$ cat config.mk
export PLATFORM = sky130hd
export DESIGN_NAME = pc_unit
export DESIGN_NICKNAME = d
export VERILOG_FILES = /design/src/rtl/pc_unit.sv
export SDC_FILE = /design/constraint.sdc
export NUM_CORES = 1
export LEC_CHECK = 0
export ABC_CLOCK_PERIOD_IN_PS = 5200
export BUFFER_PORTS_ARGS = -buffer_cell sky130_fd_sc_hd__buf_2
export CORE_MARGIN = 5
export CORE_UTILIZATION = 55
export CTS_BUF_LIST = sky130_fd_sc_hd__clkbuf_4 sky130_fd_sc_hd__clkbuf_8 sky130_fd_sc_hd__clkbuf_16
export DETAILED_ROUTE_END_ITERATION = 10
export PLACE_DENSITY = 0.85
export SLEW_MARGIN = 40
export SYNTH_ARGS = -nofsm -noshare
export SYNTH_HDL_FRONTEND = slang
export SYNTH_SLANG_ARGS = --single-unit
$ cat constraint.sdc
create_clock -name clk -period 5.2 [get_ports clk]
set_input_delay 1.04 -clock clk [delete_from_list [all_inputs] [get_ports clk]]
set_output_delay 1.04 -clock clk [all_outputs]
set_load 0.02 [all_outputs]
$ cat src/rtl/pc_unit.sv
// pc_unit: fetch-stage program counter with next-PC select and return-address stack.
// Ports: clk, rst (sync, active-high), stall, flush/flush_target,
//   branch_taken/branch_target, jump, call, jump_target, ret,
//   pc_current (reg), pc_next (comb), ras_count (reg), ras_err (reg, sticky).
module pc_unit #(
    parameter int PC_SIZE = 13,
    parameter int RAS_DEPTH = 4,
    parameter logic [PC_SIZE-1:0] RESET_VECTOR = '0
) (
    input  logic                           clk,
    input  logic                           rst,
    input  logic                           stall,
    input  logic                           flush,
    input  logic [PC_SIZE-1:0]             flush_target,
    input  logic                           branch_taken,
    input  logic [PC_SIZE-1:0]             branch_target,
    input  logic                           jump,
    input  logic                           call,
    input  logic [PC_SIZE-1:0]             jump_target,
    input  logic                           ret,
    output logic [PC_SIZE-1:0]             pc_current,
    output logic [PC_SIZE-1:0]             pc_next,
    output logic [$clog2(RAS_DEPTH):0]     ras_count,
    output logic                           ras_err
);

    localparam int AW = $clog2(RAS_DEPTH);
    localparam int CW = AW + 1;
    localparam logic [CW-1:0] FULL = CW'(RAS_DEPTH);

    logic [PC_SIZE-1:0] ras [RAS_DEPTH];
    logic [AW-1:0]      top;
    logic [PC_SIZE-1:0] pc_plus1;
    logic               push;
    logic               pop;
    logic               err_set;
    logic               full;

    assign pc_plus1 = pc_current + PC_SIZE'(1);
    assign full     = (ras_count == FULL);

    // Priority: rst > flush > stall > ret > call > jump > branch > increment.
    always_comb begin
        pc_next = pc_plus1;
        push    = 1'b0;
        pop     = 1'b0;
        err_set = 1'b0;
        if (rst) begin
            pc_next = RESET_VECTOR;
        end else if (flush) begin
            pc_next = flush_target;
        end else if (stall) begin
            pc_next = pc_current;
        end else if (ret) begin
            if (ras_count != '0) begin
                pc_next = ras[top];
                pop     = 1'b1;
            end else begin
                err_set = 1'b1;
            end
        end else if (call) begin
            pc_next = jump_target;
            push    = 1'b1;
            err_set = full;
        end else if (jump) begin
            pc_next = jump_target;
        end else if (branch_taken) begin
            pc_next = branch_target;
        end
    end

    always_ff @(posedge clk) begin
        if (rst) begin
            pc_current <= RESET_VECTOR;
            ras_count  <= '0;
            ras_err    <= 1'b0;
            top        <= '0;
        end else begin
            pc_current <= pc_next;
            // A push on a full stack advances the pointer over the oldest
            // entry, so the count saturates while LIFO order is preserved.
            if (push) begin
                top <= top + AW'(1);
                if (!full) begin
                    ras_count <= ras_count + CW'(1);
                end
            end else if (pop) begin
                top       <= top - AW'(1);
                ras_count <= ras_count - CW'(1);
            end
            if (err_set) begin
                ras_err <= 1'b1;
            end
        end
    end

    // Entries carry no reset; they are only read when ras_count says valid.
    always_ff @(posedge clk) begin
        if (!rst && push) begin
            ras[top + AW'(1)] <= pc_plus1;
        end
    end

endmodule

Word-level counts from Yosys, hierarchy flattened
Memories as Yosys holds them, arrays and structs flattened. A register that Yosys moved wholly into a read port is not among the register bits.
Index checks and enable logic that the tools add are counted.

word-level totals
  bits in writable memories = 52
  register bits = 19
  memories kept = 1
  output and inout port bits = 30

cells by class
  add/subtract/negate cells = 5
  muxes and demuxes = 33
  equal/unequal tests = 2
  reduce and logical (&&, ||, !) cells = 5

memory list
  memory  words  width  read ports  clocked after Yosys merged registers in  write ports  line  text
  ras     4      13     1           1                                        1            31    logic [PC_SIZE-1:0] ras [RAS_DEPTH];

operators with widths
  kind                                              number
  2-to-1 mux 13 bit                                 8
  2-to-1 mux 1 bit                                  18
  adder 13 x 1 -> 13 bit, second input constant     1
  2-to-1 mux 3 bit                                  3
  2-to-1 mux 2 bit                                  4
  adder 3 x 1 -> 3 bit, second input constant       1
  == test 3 bit, second input constant              1
  nonzero test 3 bit                                1
  subtractor 3 x 1 -> 3 bit, second input constant  1
  adder 2 x 1 -> 2 bit, second input constant       1
  inequality test 2 bit, second input constant      1
  AND reduction 2 bit                               1
  nonzero test 2 bit                                1
  subtractor 2 x 1 -> 2 bit, second input constant  1
  logical AND 1 bit                                 1
  logical NOT 1 bit                                 1

Logic depth before layout (Yosys ltp)
  depth in word-level cells = 10
  gate-level depth with buffers = 7

Least setup slack after synthesis
OpenSTA, ideal clock, no wires.

  kind = input port to output port
  start = input jump
  end = output pc_next[2]
  setup slack = 1,624 ps
  required time = 4,160 ps
  cell stages on the path = 6
  arrival = 2,536 ps
  path through = or2_2 -> clkbuf_1 -> clkbuf_1 -> o21ai_0 -> nand3_1 -> a221oi_1

between the ends
  word-level cells in the longest chain between the ends = 6

RTL lines
  item               line  text
  from (decl)        17    input logic jump,
  2-to-1 mux 13 bit  65    end else if (jump) begin
  2-to-1 mux 13 bit  61    end else if (call) begin
  2-to-1 mux 13 bit  54    end else if (ret) begin
  2-to-1 mux 13 bit  52    end else if (stall) begin
  2-to-1 mux 13 bit  50    end else if (flush) begin
  2-to-1 mux 13 bit  48    if (rst) begin
  to (decl)          22    output logic [PC_SIZE-1:0] pc_next,

No other way between the ends.

Final worst setup path
  start = input ret
  end = output pc_next[10]

between the ends
  word-level cells in the longest chain between the ends = 4

RTL lines
  item               line  text
  from (decl)        20    input logic ret,
  2-to-1 mux 13 bit  54
  2-to-1 mux 13 bit  52
  2-to-1 mux 13 bit  50
  2-to-1 mux 13 bit  48

No other way between the ends.

==> run metrics <==
post-CTS sizing 0; CTS Hold Bufs 0; worst hold stages 1; crit end category primary output; number of synthesized flops with an enable pin 52; row cnt 30; ys flop type edfxtp_1; DRT Wirelength 10800 um; Mapped Area 3850 um2; final count of negative-setup-slack endpoints 0; Syn Area/Cell 11.3 um2; Max-Slew Margin vs Limit 45.1%; max-cap check violation count 0; pre-CTS setup slack 1350 ps; I/O Pins 77; die area 8770 um2; largest net degree at the start of global routing 34; drt drc 0; Syn Nets 395; Hold EP ras_err$_SDFFE_PP0P_; Tightest Pin Transition 824 ps; first-pass GRT wire length 16700 um; clock sinks 73; detailed placement HPWL 7270 um; flop2flop setup slack 2900 ps; Max Clock Skew 14.1 ps; WL/cell 21.2 um; gr usage total 25.4%; cell count after synthesis 342; setup repair bufs after CTS 0; Core ar. 6790 um2; utilization after layout 66.7%; nets@finish 462; ys async rst share 0%; CTS tree yes; endpoints failing hold 0; register area share after synthesis 51.5%; Layout area overhead 17.7%; Synth cell types 53; maximum clock path buffer count 2; DR iter-0 viols 395; crit start category input port; Crit Path Max Fanout 15; CP Class in2out; Reg2Reg Depth 6; LEAKAGE 1.75 nW; total number of vias 3312; number of synthesized register bits 73; Initial Util 56.7%; f_max 259 MHz; worst flop-to-flop path endpoint pc_current[10]$_SDFF_PP0_; number of global-route vias before repair 3257; CTS HTree Levels 3; worst min-delay path category reg2reg; setup ws final 1330 ps; drt first pass iters 5; status finished, final reports clean; Worst-path clk slew 80 ps; RSZ-0062 raised after global routing false; die extent in x 93.7 um; RD Place Congestion 0.903; Setup Total Neg Slack 0 ps; RR Startpoint pc_current[0]$_SDFF_PP0_; PD cells 312 nW/um2; chip height 93.7 um; share of cells above drive strength 1 29.7%; Inserted Clock Buffers 9; Final ANT Viol Nets 0; port bufs 76; Ys Warns 0; Avg Vias per Cell 6.49; Max IR drop VDD 228 uV; Worst EP required 4160 ps; clock period minus worst slack 3870 ps; HP Start ras_err$_SDFFE_PP0P_; initial antenna violation count 0; CTS root buf clkbuf_8; CP arrival 2830 ps; grt ovf 0; Final Slew Violations 0; clock latency on the worst-skew pair 360 ps; period utilisation layout 74.3%; Inserted Diodes 0
## state kept, by name (all words and copies together), names as in the netlist, named ones only
signal / cells
ras: 52
pc_current: 13
ras_count: 3
top: 2
ras_err: 1
## layer usage
metal / global-route usage [%] / part of all wire (%) / up-vias
met3: 6.41 / 11 / 53
li1: - / - / 1448
met2: 41.7 / 48 / 245
met4: 11.9 / 3.9 / 0
met1: 31.6 / 37 / 1566
met5: 0 / 0 / -
## layout by cell type (no fill, tap or decap), types with 7 or more instances in the layout
cell type,synthesis,routed
o21ai_0,13,13
a21oi_1,31,31
clkbuf_8,0,11
edfxtp_1,52,52
xnor2_1,8,8
dfxtp_1,21,21
a221oi_1,12,12
nand3_1,11,11
o22ai_1,7,7
inv_1,15,15
nor2_1,29,29
buf_2,4,76
mux4_2,13,13
nand2_1,26,26
## report_power, final
group / total (mW) / internal (mW) / leakage [nW] / switching (mW)
clock: 0.558 / 0.351 / 0.130 / 0.207
combinational: 0.192 / 0.0703 / 0.974 / 0.122
sequential: 0.663 / 0.638 / 0.645 / 0.0242
total: 1.41 / 1.06 / 1.75 / 0.353
## critical path: stages
cell	delay (ps)
buf_2	250
nor4b_4	550
nor2_1	120
or3_1	330
a32oi_1	240
a211oi_1	100
buf_2	200
## logic make-up (layout without fill, tap and decap cells)
family,after synthesis,after routing,synth area share (%)
AND/OR/NAND/NOR,103,103,14.1
AO/OA/AOI/OAI,92,92,16.4
flip-flops,73,73,51.5
buffers and inverters,38,110,4.19
multiplexers,18,18,8.90
XOR/XNOR,12,12,2.73
adder cells (fa/ha/maj),6,6,2.14
## through the flow
step / total power, mW / hold WS [ps] / instance area [um2] / std cells
final: 1.41 / 487 / 4530 / 510
after global routing: 1.46 / 498 / 4530 / 510
after floorplan: 0.791 / 544 / 3850 / 342
after detailed placement: 0.861 / 465 / 4270 / 494
after global placement: 0.853 / 448 / 4270 / 494
after CTS: 1.41 / 482 / 4530 / 510
## how the worst max path moves through the flow
stage,cells past startpoint,from,end
finish,7,ret,pc_next[10]
global route,7,ret,pc_next[10]
CTS,7,ret,pc_next[10]
detailed placement,7,ret,pc_next[10]
global placement,7,ret,pc_next[10]
floorplan,6,jump,pc_next[2]
## cells in the mapped netlist (2+ instances only)
library cell	instances	area share, %
o32ai_1	2	0.46
a221oi_1	12	2.7
or2_2	2	0.32
clkbuf_2	2	0.26
xnor2_1	8	1.8
o22ai_1	7	1.1
inv_1	15	1.5
or3_1	6	0.98
and3_1	5	0.81
nor2_1	29	2.8
xor2_1	4	0.91
nand3_1	11	1.4
nor3_1	7	0.91
o21ai_0	13	1.7
dfxtp_1	21	11
nand2_1	26	2.5
clkbuf_1	14	1.4
mux4_2	13	7.6
a211oi_1	3	0.58
a21oi_1	31	4.0
a32oi_1	3	0.68
a31oi_1	3	0.49
nor4_1	2	0.32
nand4_1	4	0.65
or4b_2	4	1.0
mux2i_1	5	1.3
ha_1	5	1.6
o31ai_1	2	0.39
edfxtp_1	52	41
buf_2	4	0.52
o211ai_1	2	0.39
a21o_1	4	0.78
## cell type report
class,instances,area (um2)
Multi-Input combinational cell,231,1710
Timing Repair Buffer,79,403
Tap cell,96,120
Sequential cell,73,1980
Clock inverter,4,98.8
Fill cell,477,2260
Clock buffer,12,159
Inverter,15,56.3
Power figures use the tool's default switching activity.
